$ cat src/rtl/regfile_wb_scheduler_pkg.sv
// ============================================================================
// Module : regfile_wb_scheduler_pkg
// Brief  : Shared defaults and arbiter priority encodings for the write-back
//          scheduler.
// Rev    : 1.0
// ============================================================================
`default_nettype none

package regfile_wb_scheduler_pkg;

    localparam int DEF_DATA_W = 64;
    localparam int DEF_ADDR_W = 5;
    localparam int DEF_NREG   = 32;

    localparam logic PRIO_ALU = 1'b0;
    localparam logic PRIO_MEM = 1'b1;

endpackage

`default_nettype wire

$ cat src/rtl/regfile_wb_scheduler_rr_arbiter2.sv
// ============================================================================
// Module : rr_arbiter2
// Brief  : Two-way round-robin arbiter; index 0 is ALU, index 1 is MEM.
// Rev    : 1.0
// ============================================================================
`default_nettype none

module rr_arbiter2
    import regfile_wb_scheduler_pkg::*;
(
    input  logic       clk,
    input  logic       reset_n,
    input  logic [0:1] req,
    input  logic       advance,
    output logic [0:1] gnt
);

    logic prio;

    always_comb begin
        gnt = 2'b00;
        if (req[0] && (!req[1] || prio == PRIO_ALU)) begin
            gnt[0] = 1'b1;
        end else if (req[1]) begin
            gnt[1] = 1'b1;
        end
    end

    // Pointer always moves to the requester that lost (or did not ask).
    always_ff @(posedge clk or negedge reset_n) begin
        if (!reset_n) begin
            prio <= PRIO_ALU;
        end else if (advance) begin
            prio <= gnt[0] ? PRIO_MEM : PRIO_ALU;
        end
    end

endmodule

`default_nettype wire

$ cat src/rtl/regfile_wb_scheduler.sv
// ============================================================================
// Module : regfile_wb_scheduler
// Brief  : Busy scoreboard for issue hazards plus ALU/MEM write-back
//          arbitration onto a single register-file write port.
// Rev    : 1.0
// ============================================================================
`default_nettype none

module regfile_wb_scheduler
    import regfile_wb_scheduler_pkg::*;
#(
    parameter int DATA_W = DEF_DATA_W,
    parameter int ADDR_W = DEF_ADDR_W,
    parameter int NREG   = DEF_NREG
) (
    input  logic              clk,
    input  logic              reset_n,

    input  logic              iss_valid,
    input  logic [ADDR_W-1:0] iss_ra,
    input  logic [ADDR_W-1:0] iss_rb,
    input  logic [ADDR_W-1:0] iss_rd,
    input  logic              iss_wr,
    output logic              iss_stall,

    input  logic              alu_valid,
    input  logic [ADDR_W-1:0] alu_rd,
    input  logic [DATA_W-1:0] alu_data,
    output logic              alu_ready,

    input  logic              mem_valid,
    input  logic [ADDR_W-1:0] mem_rd,
    input  logic [DATA_W-1:0] mem_data,
    output logic              mem_ready,

    output logic              rf_we,
    output logic [ADDR_W-1:0] rf_waddr,
    output logic [DATA_W-1:0] rf_wdata
);

    logic [0:NREG-1]   busy;
    logic [0:NREG-1]   busy_nxt;
    logic [0:1]        req;
    logic [0:1]        gnt;
    logic              grant;
    logic [ADDR_W-1:0] grant_rd;
    logic [DATA_W-1:0] grant_data;
    logic              issue_set;

    // Requests are masked by reset so no grant can be shown while held.
    assign req = {alu_valid & reset_n, mem_valid & reset_n};

    rr_arbiter2 u_arb (
        .clk     (clk),
        .reset_n (reset_n),
        .req     (req),
        .advance (grant),
        .gnt     (gnt)
    );

    assign alu_ready  = gnt[0];
    assign mem_ready  = gnt[1];
    assign grant      = gnt[0] | gnt[1];
    assign grant_rd   = gnt[0] ? alu_rd   : mem_rd;
    assign grant_data = gnt[0] ? alu_data : mem_data;

    assign iss_stall = reset_n & iss_valid &
                       (busy[iss_ra] | busy[iss_rb] | (iss_wr & busy[iss_rd]));
    assign issue_set = iss_valid & ~iss_stall & iss_wr;

    // A same-edge set of a register overrides its write-back clear.
    always_comb begin
        busy_nxt = busy;
        for (int i = 1; i < NREG; i++) begin
            if (grant && grant_rd == ADDR_W'(i)) begin
                busy_nxt[i] = 1'b0;
            end
            if (issue_set && iss_rd == ADDR_W'(i)) begin
                busy_nxt[i] = 1'b1;
            end
        end
        busy_nxt[0] = 1'b0;
    end

    always_ff @(posedge clk or negedge reset_n) begin
        if (!reset_n) begin
            busy <= '0;
        end else begin
            busy <= busy_nxt;
        end
    end

    // Writes to r0 are consumed silently and leave the address/data held.
    always_ff @(posedge clk or negedge reset_n) begin
        if (!reset_n) begin
            rf_we    <= 1'b0;
            rf_waddr <= '0;
            rf_wdata <= '0;
        end else begin
            rf_we <= grant && (grant_rd != '0);
            if (grant && (grant_rd != '0)) begin
                rf_waddr <= grant_rd;
                rf_wdata <= grant_data;
            end
        end
    end

endmodule

`default_nettype wire

$ cat config.mk
export PLATFORM = sky130hd
export DESIGN_NAME = regfile_wb_scheduler
export DESIGN_NICKNAME = d
export VERILOG_FILES = /design/src/rtl/regfile_wb_scheduler_pkg.sv /design/src/rtl/regfile_wb_scheduler_rr_arbiter2.sv /design/src/rtl/regfile_wb_scheduler.sv
export SDC_FILE = /design/constraint.sdc
export NUM_CORES = 1
export LEC_CHECK = 0
export CORE_MARGIN = 5
export CORE_UTILIZATION = 40
export DETAILED_ROUTE_END_ITERATION = 10
export PLACE_DENSITY = 0.84
export SLEW_MARGIN = 10
export SYNTH_ARGS = -nofsm -noshare
export SYNTH_HDL_FRONTEND = slang
export SYNTH_HIERARCHICAL = 1
export SYNTH_SLANG_ARGS = --single-unit
$ cat constraint.sdc
create_clock -name clk -period 2.6 [get_ports clk]
set_clock_uncertainty 0.05 [all_clocks]
set_input_delay 0.39 -clock clk [delete_from_list [all_inputs] [get_ports clk]]
set_output_delay 0.39 -clock clk [all_outputs]
set_load 0.05 [all_outputs]
== After elaboration in Yosys (flattened, before gate mapping) ==
Cells that the tools add are included.
Storage, ports and cells
  register bits after elaboration: 102
  bits of input ports: 159
  output and inout port bits: 73
  logic and storage cells: 290
Operators by class
  order comparisons: 3
  eq/ne operators: 62
  multiplexer cells: 77
  bitwise logic cells: 15
  reduce and logical (&&, ||, !) cells: 98
Operator list (count)
  $eq 5x5->1 const B: 32
  $eq 5x4->1 const B: 16
  $mux 1: 72
  $logic_and 1x1->1: 64
  $mux 64: 1
  $reduce_bool 2->1: 31
  $eq 5x3->1 const B: 8
  $eq 5x2->1 const B: 4
  $ge 6x6->1 const B: 3
  $not 5->6: 3
  $bmux 1 s5: 3
  $eq 5x1->1 const B: 2
  $and 1x1->1: 7
  $mux 5: 1
  $reduce_bool 5->1: 1
  $or 1x1->1: 3
  $not 1->1: 2
  $logic_not 1->1: 1
  $logic_or 1x1->1: 1

== Longest topological paths before layout ==
Gate-level depths: netlist (run 1).
  depth in word-level cells: 12
  depth in mapped cells: 12
  mapped depth without buffers: 9

== Modules after synthesis ==
Netlist (run 1), hierarchy kept.
Modules (own cells, without submodules)
  regfile_wb_scheduler: instances 1, cells an instance 593, area each 5993.2 sq um, sequential area each 2527.4 sq um
  rr_arbiter2: instances 1, cells an instance 5, area each 62.6 sq um, sequential area each 25.0 sq um

== Least setup slack after synthesis (run 1) ==
Ideal clock, no wire load.
  kind: in2reg
  start point: input port mem_valid
  end point: register rf_wdata[31]
  setup time: 0.135 ns
  arrival time: 3.034 ns
  required time: 2.415 ns
  path slack: -0.620 ns
  cell stages on the path: 10
  path buffers: 3
  cell sequence: and2_1 > a21boi_0 > or2_2 > a21bo_1 > and2_1 > clkbuf_1 > buf_2 > clkbuf_1 > nand2_1 > o21ai_0
On the way
  elaborated cells on any way between the ends: 12
  those cells by class: mux (5); bitwise (2); reduce/logical (5)
RTL lines
  from (decl): RTL line regfile_wb_scheduler.sv:31  | input logic mem_valid,
  $and 1x1->1 (*): RTL line regfile_wb_scheduler.sv:51  | assign req = {alu_valid & reset_n, mem_valid & reset_n};
  $logic_not 1->1: RTL line regfile_wb_scheduler_rr_arbiter2.sv:22  | if (req[0] && (!req[1] || prio == PRIO_ALU)) begin
  $logic_or 1x1->1: RTL line regfile_wb_scheduler_rr_arbiter2.sv:22
  $logic_and 1x1->1: RTL line regfile_wb_scheduler_rr_arbiter2.sv:22
  $mux 1 (*): RTL line regfile_wb_scheduler_rr_arbiter2.sv:22
  named net mem_ready: RTL line regfile_wb_scheduler.sv:34  | output logic mem_ready,
  $or 1x1->1 (*): RTL line regfile_wb_scheduler.sv:63  | assign grant = gnt[0] | gnt[1];
  named net grant: RTL line regfile_wb_scheduler.sv:45  | logic grant;
  $logic_and 1x1->1 (*): RTL line regfile_wb_scheduler.sv:101  | if (grant && (grant_rd != '0)) begin
  to (signal assigned): RTL line regfile_wb_scheduler.sv:103  | rf_wdata <= grant_data;
  to (decl): RTL line regfile_wb_scheduler.sv:38  | output logic [DATA_W-1:0] rf_wdata
The timed path passes the listed nets; every way through them passes the cells marked *.
A chain may end at the register's enable or synchronous reset.

== Worst setup path after layout (run 1) ==
  start point: register busy[17] (netlist name)
  end point: output port iss_stall
On the way
  cells in the longest elaborated chain, start to end: 6
  elaborated cells on any way between the ends: 13
  those cells by class: mux (9); bitwise (4)
Ends and longest elaborated chain
  from (decl): RTL line regfile_wb_scheduler.sv:41  | logic [0:NREG-1] busy;
  from (signal assigned): RTL line regfile_wb_scheduler.sv:89  | busy <= busy_nxt;
  $bmux 1 s5: RTL line regfile_wb_scheduler.sv:68  | (busy[iss_ra] | busy[iss_rb] | (iss_wr & busy[iss_rd]));
  $mux 1 (implied by the code) (2 in series): RTL line regfile_wb_scheduler.sv:68
  $or 1x1->1 or $and 1x1->1 (tied branches): RTL line regfile_wb_scheduler.sv:68
  $or 1x1->1 (*): RTL line regfile_wb_scheduler.sv:68
  $and 1x1->1 (*): RTL line regfile_wb_scheduler.sv:67  | assign iss_stall = reset_n & iss_valid &
  to (decl): RTL line regfile_wb_scheduler.sv:24  | output logic iss_stall,
Every way passes the cells marked *; elsewhere a longest branch is shown, timed or not. The select of a mux whose other input is x is not followed.

==> flow_summary.yaml, run 1 <==
critical_path:
  crit_fanout: 4
  r2r_slack_ns: -0.11
  cp-end-kind: "primary output"
  rr_worst_depth: 9
  r2r_start: "busy[23]$_DFFE_PN0P_"
  crit_start: "busy[17]$_DFFE_PN0P_"
  critPathArrivalTime_ns: 2.48
  startpoint_type: "flop"
  critPathKind: "flop to primary output"
  reg2reg_to: "busy[12]$_DFFE_PN0P_"
  crit_path_end: "iss_stall"
  critPathRequiredTime_ns: 2.16
yosys:
  muxShareOfSynthArea_pct: 20.2
  synthArstFlopShare_pct: 100
  synth-seq-cells: 102
  ys_top_cells_by_area: "dfrtp_1 (42%), mux2i_1 (13%), nand2_1 (7.1%)"
  syn_area_um2: 6060
  synth_nets: 757
  synth-simple-area-share_pct: 13.8
  synth_edf_count: 0
  ys_types: 48
  synthAdderAreaFrac_pct: 0
  synthCells: 598
  netlist.area_leader.share_pct: 42.1
  yosysWarnings: 6
  synth_compound_gate_area_share_pct: 18.7
  synth_xor_xnor_area_share_pct: 0
  yosys_most_used_dff: "dfrtp_1"
  seq_area_frac_synth_pct: 42.1
  synth_top_family_by_area: "multiplexers"
  synth_area_leader_cell: "dfrtp_1"
  avgSynthCellArea_um2: 10.1
timing:
  finalMaxSlewViolations: 0
  finalSetupTns_ns: -1.23
  period_share_pct: 112
  rsz0062_at_grt: "true"
  layout_setup_ws_ns: -0.316
  max_freq_ghz: 0.343
  worstMarginPinSlew_ns: 0.788
  relSlewSlack_pct: 47.5
  hold_viol: 0
  period_needed_ns: 2.92
  hold_slack_ns: 0.116
  setup_viol: 17
floorplanning:
  num_io_pins: 232
  start_util_pct: 40.3
  die_w_um: 133
  rows: 45
  core_um2: 15000
  die_y_um: 133
  dieArea_um2: 17700
placed_design:
  portBuffers: 231
  post-dp-hpwl_um: 16800
  post_dp_cell_area_um2: 9060
  post-place-ws_ns: -0.599
  dp_cells: 1058
  gp_congestion: 0.948
final_layout:
  multi_input_area_um2: 3660
  num-fill-cells: 1140
  stdcell_area_um2: 10000
  nets: 1057
  instances_no_fill: 1091
  diodes: 0
  drive_gt1_share_pct: 21.4
  seq_area_um2: 2550
  final_util_pct: 66.7
  syn2layout_area_growth_pct: 65.6
clock_tree:
  cts_sinks: 102
  cts_tree: "done"
  clk_path_buf_depth: 2
  clockRootBuffer: "clkbuf_16"
  htreeDepth: 3
  cts-buffers-inserted: 9
  clk_pin_slew_ns: 0.07
  clk_latency_ns: 0.35
power:
  p_sw_mw: 2.89
  swShare_pct: 40.6
  power_frac_clock_pct: 19.1
  vdd_drop_max_uv: 404
  p_seq_share_pct: 31.2
  p_int_mw: 4.22
  p_per_area_nw_per_um2: 709
  p_leak_nw: 4.32
  combPwrFrac_pct: 49.7
  total_power_mw: 7.11
status:
  outcome: "finished with violations"
  violations: "negative setup slack"
route:
  drt-total-wl_um: 22700
  drt_iter0_drc: 535
  num_vias: 6157
  routedWlPerCell_um: 20.8
  vias_per_cell: 5.64
  ant_nets: 0
  drc: 0
  drt-pass1-iter-count: 7
global_routing:
  grt_pass1_wl_um: 33700
  grt_usage_pct: 24.4
  grt_max_degree: 60
  grt_pass1_vias: 6224
  antenna_found_initial: 0
  grt_overflow: 0
job:
  cap_viol_max_count: 0
hold_path:
  holdCritPathClass: "primary input to asynchronous set/reset pin"
## worst min-delay path by stage
| stage | start | to | slack (ns) |
|---|---|---|---|
| after floorplan | reset_n | busy[10]$_DFFE_PN0P_ | 0.04 |
| after global placement | rf_wdata[15]$_DFFE_PN0P_ | rf_wdata[15]$_DFFE_PN0P_ | 0.41 |
| after detailed placement | rf_waddr[4]$_DFFE_PN0P_ | rf_waddr[4]$_DFFE_PN0P_ | 0.41 |
| after CTS | reset_n | rf_wdata[16]$_DFFE_PN0P_ | 0.14 |
| after global routing | reset_n | rf_wdata[27]$_DFFE_PN0P_ | 0.17 |
| final | reset_n | rf_wdata[27]$_DFFE_PN0P_ | 0.12 |
## critical path: stages, from the launching register on
cell and delay, ns:
dfrtp_2 0.46, mux4_2 0.46, mux4_2 0.48, o22a_2 0.27, a211oi_4 0.28, nor2_4 0.04
buf_6 0.15
## kinds of logic (layout without fill, tap and decap cells)
family / count (synthesis) / in the layout
buffers and inverters: 53 / 358
and+or+nand+nor: 182 / 182
AOI/OAI and AO/OA: 163 / 163
muxes: 98 / 98
DFF: 102 / 102
## per-layer routing
metal  share of wire, %  up-vias  track usage [%]
li1                   -     2817                -
met1                 35     2882             26.8
met2                 52      375             44.1
met3                8.4       83             7.11
met4                4.6        0             9.53
met5                  0        -                0
## repair_timing
item / 4_1_cts / 5_1_grt
hold buffers: 0 / 0
setup endpoints to repair: 32 / 32
buffers inserted: 3 / 11
cloned: 0 / 3
resized for setup: 39 / 36
pin swaps: 7 / 35
## final cells by class
class	instances	share of cell area (%)
clock buffers	10	2.38
clock inverters	6	0.599
inverters	10	0.374
multi-input cells	443	36.5
flip-flops and latches	102	25.5
well taps	188	2.35
repair buffers	332	32.4
## power by group through the flow
stage | registers [mW] | logic, mW | clock network, mW
3_3_place_gp | 2.22 | 2.88 | 0
4_1_cts | 2.20 | 3.07 | 1.38
3_5_place_dp | 2.23 | 2.93 | 0
2_1_floorplan | 2.90 | 0.981 | 0
6_report | 2.22 | 3.53 | 1.36
5_1_grt | 2.25 | 3.67 | 1.45
## layout by cell type (no fill, tap or decap), types with 12 or more instances in the layout
master           synthesis  final
clkdlybuf4s50_1          0    222
buf_4                    2     82
mux4_2                  12     16
o21ai_0                 67     67
a22oi_1                 35     35
o41ai_4                  0     21
dfrtp_1                102    100
mux2i_1                 76     76
nor2_1                  13     12
buf_6                    6     12
nand2_1                114    114
## registers in the layout, summed over array words and instances (netlist names)
name / count
rf_wdata: 64
busy: 31
rf_waddr: 5
rf_we: 1
u_arb/prio: 1
## synthesized netlist by cell type, types with 2 or more instances
library cell,number
a22oi_1,35
mux4_2,12
buf_6,6
nand2_1,114
buf_4,2
nor3_1,2
buf_1,4
o32ai_1,4
mux4_1,5
o41ai_2,6
nand3_1,8
mux2i_1,76
o311ai_0,2
a221oi_1,2
a31oi_1,3
a21oi_1,7
o41ai_1,25
and2_1,8
and2b_2,3
nor2b_1,11
or4_2,2
nand2b_1,9
nor2_1,13
o21ai_0,67
dfrtp_1,102
clkbuf_8,5
nand4_1,3
inv_1,10
buf_2,5
clkbuf_1,19
o22ai_1,5
mux2_2,4
nand3b_1,4
Note: power is estimated with default switching activity, not from simulation.
==> run 2: changes to the inputs <==
--- a/config.mk
+++ b/config.mk
@@ -5,7 +5,8 @@
 export SDC_FILE = /design/constraint.sdc
 export NUM_CORES = 1
 export LEC_CHECK = 0
-export CORE_MARGIN = 5
+export ABC_CLOCK_PERIOD_IN_PS = 2600
+export CORE_MARGIN = 8
 export CORE_UTILIZATION = 40
 export DETAILED_ROUTE_END_ITERATION = 10
 export PLACE_DENSITY = 0.84
==> run 2 against run 1 <==
Net effect: power shrank 2.5%; the flow still finishes with violations (negative setup slack); global-route usage down 1.3 points; final area down 2.1%; wire length is 1.5% higher; final cell count shrank 0.73%; fmax is 0.97% higher; highest routed layer unchanged; worst hold slack lost 0.033 ns; worst setup slack better by 0.028 ns; first-iteration DRC count is 9.9% lower; flip-flop and latch count stayed put; critical path depth is the same; critical endpoint unchanged.
==> flow_summary.yaml, run 2 (same netlist as run 1, synthesis figures left out) <==
status:
  outcome: "finished with violations"
  violations: "negative setup slack"
critical_path:
  cp-end-kind: "primary output"
  cpMostUsedCell: "mux4_2"
  crit_start: "busy[17]$_DFFE_PN0P_"
  rr_worst_depth: 8
  r2r_start: "busy[17]$_DFFE_PN0P_"
  cpLargestDelayFamily: "multiplexers"
  path_depth: 6
  max_stage_delay_ns: 0.46
  critPathSlowestCell: "dfrtp_2"
  crit_buf_inv: 1
  reg2reg_to: "busy[21]$_DFFE_PN0P_"
  critPathRequiredTime_ns: 2.16
  crit_chain: "mux4_2, mux4_2, o22a_2, a211oi_4, nor2_4, buf_8"
  r2r_slack_ns: 0.02
  crit_path_end: "iss_stall"
  critPathKind: "flop to primary output"
  critPathArrivalTime_ns: 2.45
  crit_fanout: 3
  startpoint_type: "flop"
clock_tree:
  clk_pin_slew_ns: 0.07
  cts_tree: "done"
  clockRootBuffer: "clkbuf_16"
  cts_sinks: 102
  htreeDepth: 3
  cts-buffers-inserted: 9
  clk_path_buf_depth: 2
  clk_latency_ns: 0.35
timing:
  relSlewSlack_pct: 42.3
  period_needed_ns: 2.89
  max_freq_ghz: 0.346
  finalMaxSlewViolations: 0
  period_share_pct: 111
  hold_viol: 0
  rsz0062_at_grt: "true"
  hold_slack_ns: 0.0828
  finalSetupTns_ns: -0.288
  layout_setup_ws_ns: -0.288
  setup_viol: 1
  worstMarginPinSlew_ns: 0.866
placed_design:
  gp_congestion: 0.998
  post-dp-hpwl_um: 17200
  portBuffers: 231
global_routing:
  grt_usage_pct: 23.1
  grt_pass1_vias: 6317
  grt_pass1_wl_um: 35000
  antenna_found_initial: 1
  grt_overflow: 0
  grt_max_degree: 70
route:
  ant_nets: 0
  drt-total-wl_um: 23000
  drt-pass1-iter-count: 5
  num_vias: 6148
  routedWlPerCell_um: 21.2
  top_layer_used: "met4"
  wl_met1_um: 8570
  met2WireLength_um: 11700
  drc: 0
  drt_iter0_drc: 482
  vias_per_cell: 5.68
  routed-wl-met3_um: 1880
power:
  p_per_area_nw_per_um2: 705
  vdd_drop_max_uv: 354
  p_leak_nw: 4.15
  total_power_mw: 6.93
final_layout:
  final_util_pct: 65.6
  largest_register_ffs: 64
  final_common_cell: "clkdlybuf4s50_1"
  top_register: "rf_wdata"
  layout_common_cells: "clkdlybuf4s50_1 (220), nand2_1 (114), dfrtp_1 (100), buf_4 (77), mux2i_1 (76)"
  syn2layout_area_growth_pct: 62.1
  reg.largest.list: "rf_wdata (64), busy (31), rf_waddr (5)"
  drive_gt1_share_pct: 20.4
  nets: 1048
floorplanning:
  rows: 45
  die_w_um: 139
  die_y_um: 139
  core_um2: 15000
  start_util_pct: 40.4
  num_io_pins: 232
  dieArea_um2: 19300
job:
  cap_viol_max_count: 0
hold_path:
  holdCritPathClass: "primary input to asynchronous set/reset pin"
[run 2: cell types whose count changed in the layout (fill, tap and decap cells not counted), sizes merged, moves of 2 or more]
cell	delta
buf	-8
inv	-2
clkdlybuf4s50	-2
dlymetal6s2s	+2
[run 2: how the worst min path moves through the flow]
stage / cells after the start / slack [ns] / endpoint / from
after floorplan: 0 / 0.04 / busy[10]$_DFFE_PN0P_ / reset_n
final: 2 / 0.08 / busy[1]$_DFFE_PN0P_ / reset_n
after global routing: 2 / 0.13 / busy[2]$_DFFE_PN0P_ / reset_n
after global placement: 2 / 0.41 / rf_waddr[4]$_DFFE_PN0P_ / rf_waddr[4]$_DFFE_PN0P_
after detailed placement: 2 / 0.41 / rf_waddr[4]$_DFFE_PN0P_ / rf_waddr[4]$_DFFE_PN0P_
after CTS: 2 / 0.09 / u_arb/prio$_DFFE_PN0P_ / reset_n
[run 2: per-layer routing]
| layer | global-route usage, % | up-vias |
|---|---|---|
| li1 | - | 2805 |
| met1 | 25.9 | 2929 |
| met2 | 40.0 | 345 |
| met3 | 6.09 | 69 |
| met4 | 11.1 | 0 |
| met5 | 0 | - |
[run 2: metrics by stage]
stage	setup slack, ns	cell area, um^2	cells
2_1_floorplan	-0.0477	6140	598
3_3_place_gp	-0.567	9070	1056
6_report	-0.288	9820	1083
3_5_place_dp	-0.596	9070	1056
4_1_cts	-0.319	9640	1077
5_1_grt	-0.323	9820	1083
[run 2: final cells by class]
type	count	area [um^2]
clock inverter	6	76.3
sequential	102	2550
multi-input combinational	443	3500
fill	1155	5160
tap	188	235
antenna	1	2.50
timing repair buffer	323	3180
clock buffer	10	229
inverter	10	37.5
[run 2: power by group]
group / switching (mW) / internal (mW)
logic: 1.86 / 1.46
registers: 0.283 / 1.94
clock network: 0.622 / 0.764
total: 2.77 / 4.16
[run 2: what timing repair did]
action | in CTS | in global routing
setup buffers | 3 | 7
setup endpoints to repair | 32 | 30
pin swaps | 25 | 14
gates cloned | 2 | 1
hold buffers | 0 | 0
resized for setup | 40 | 25
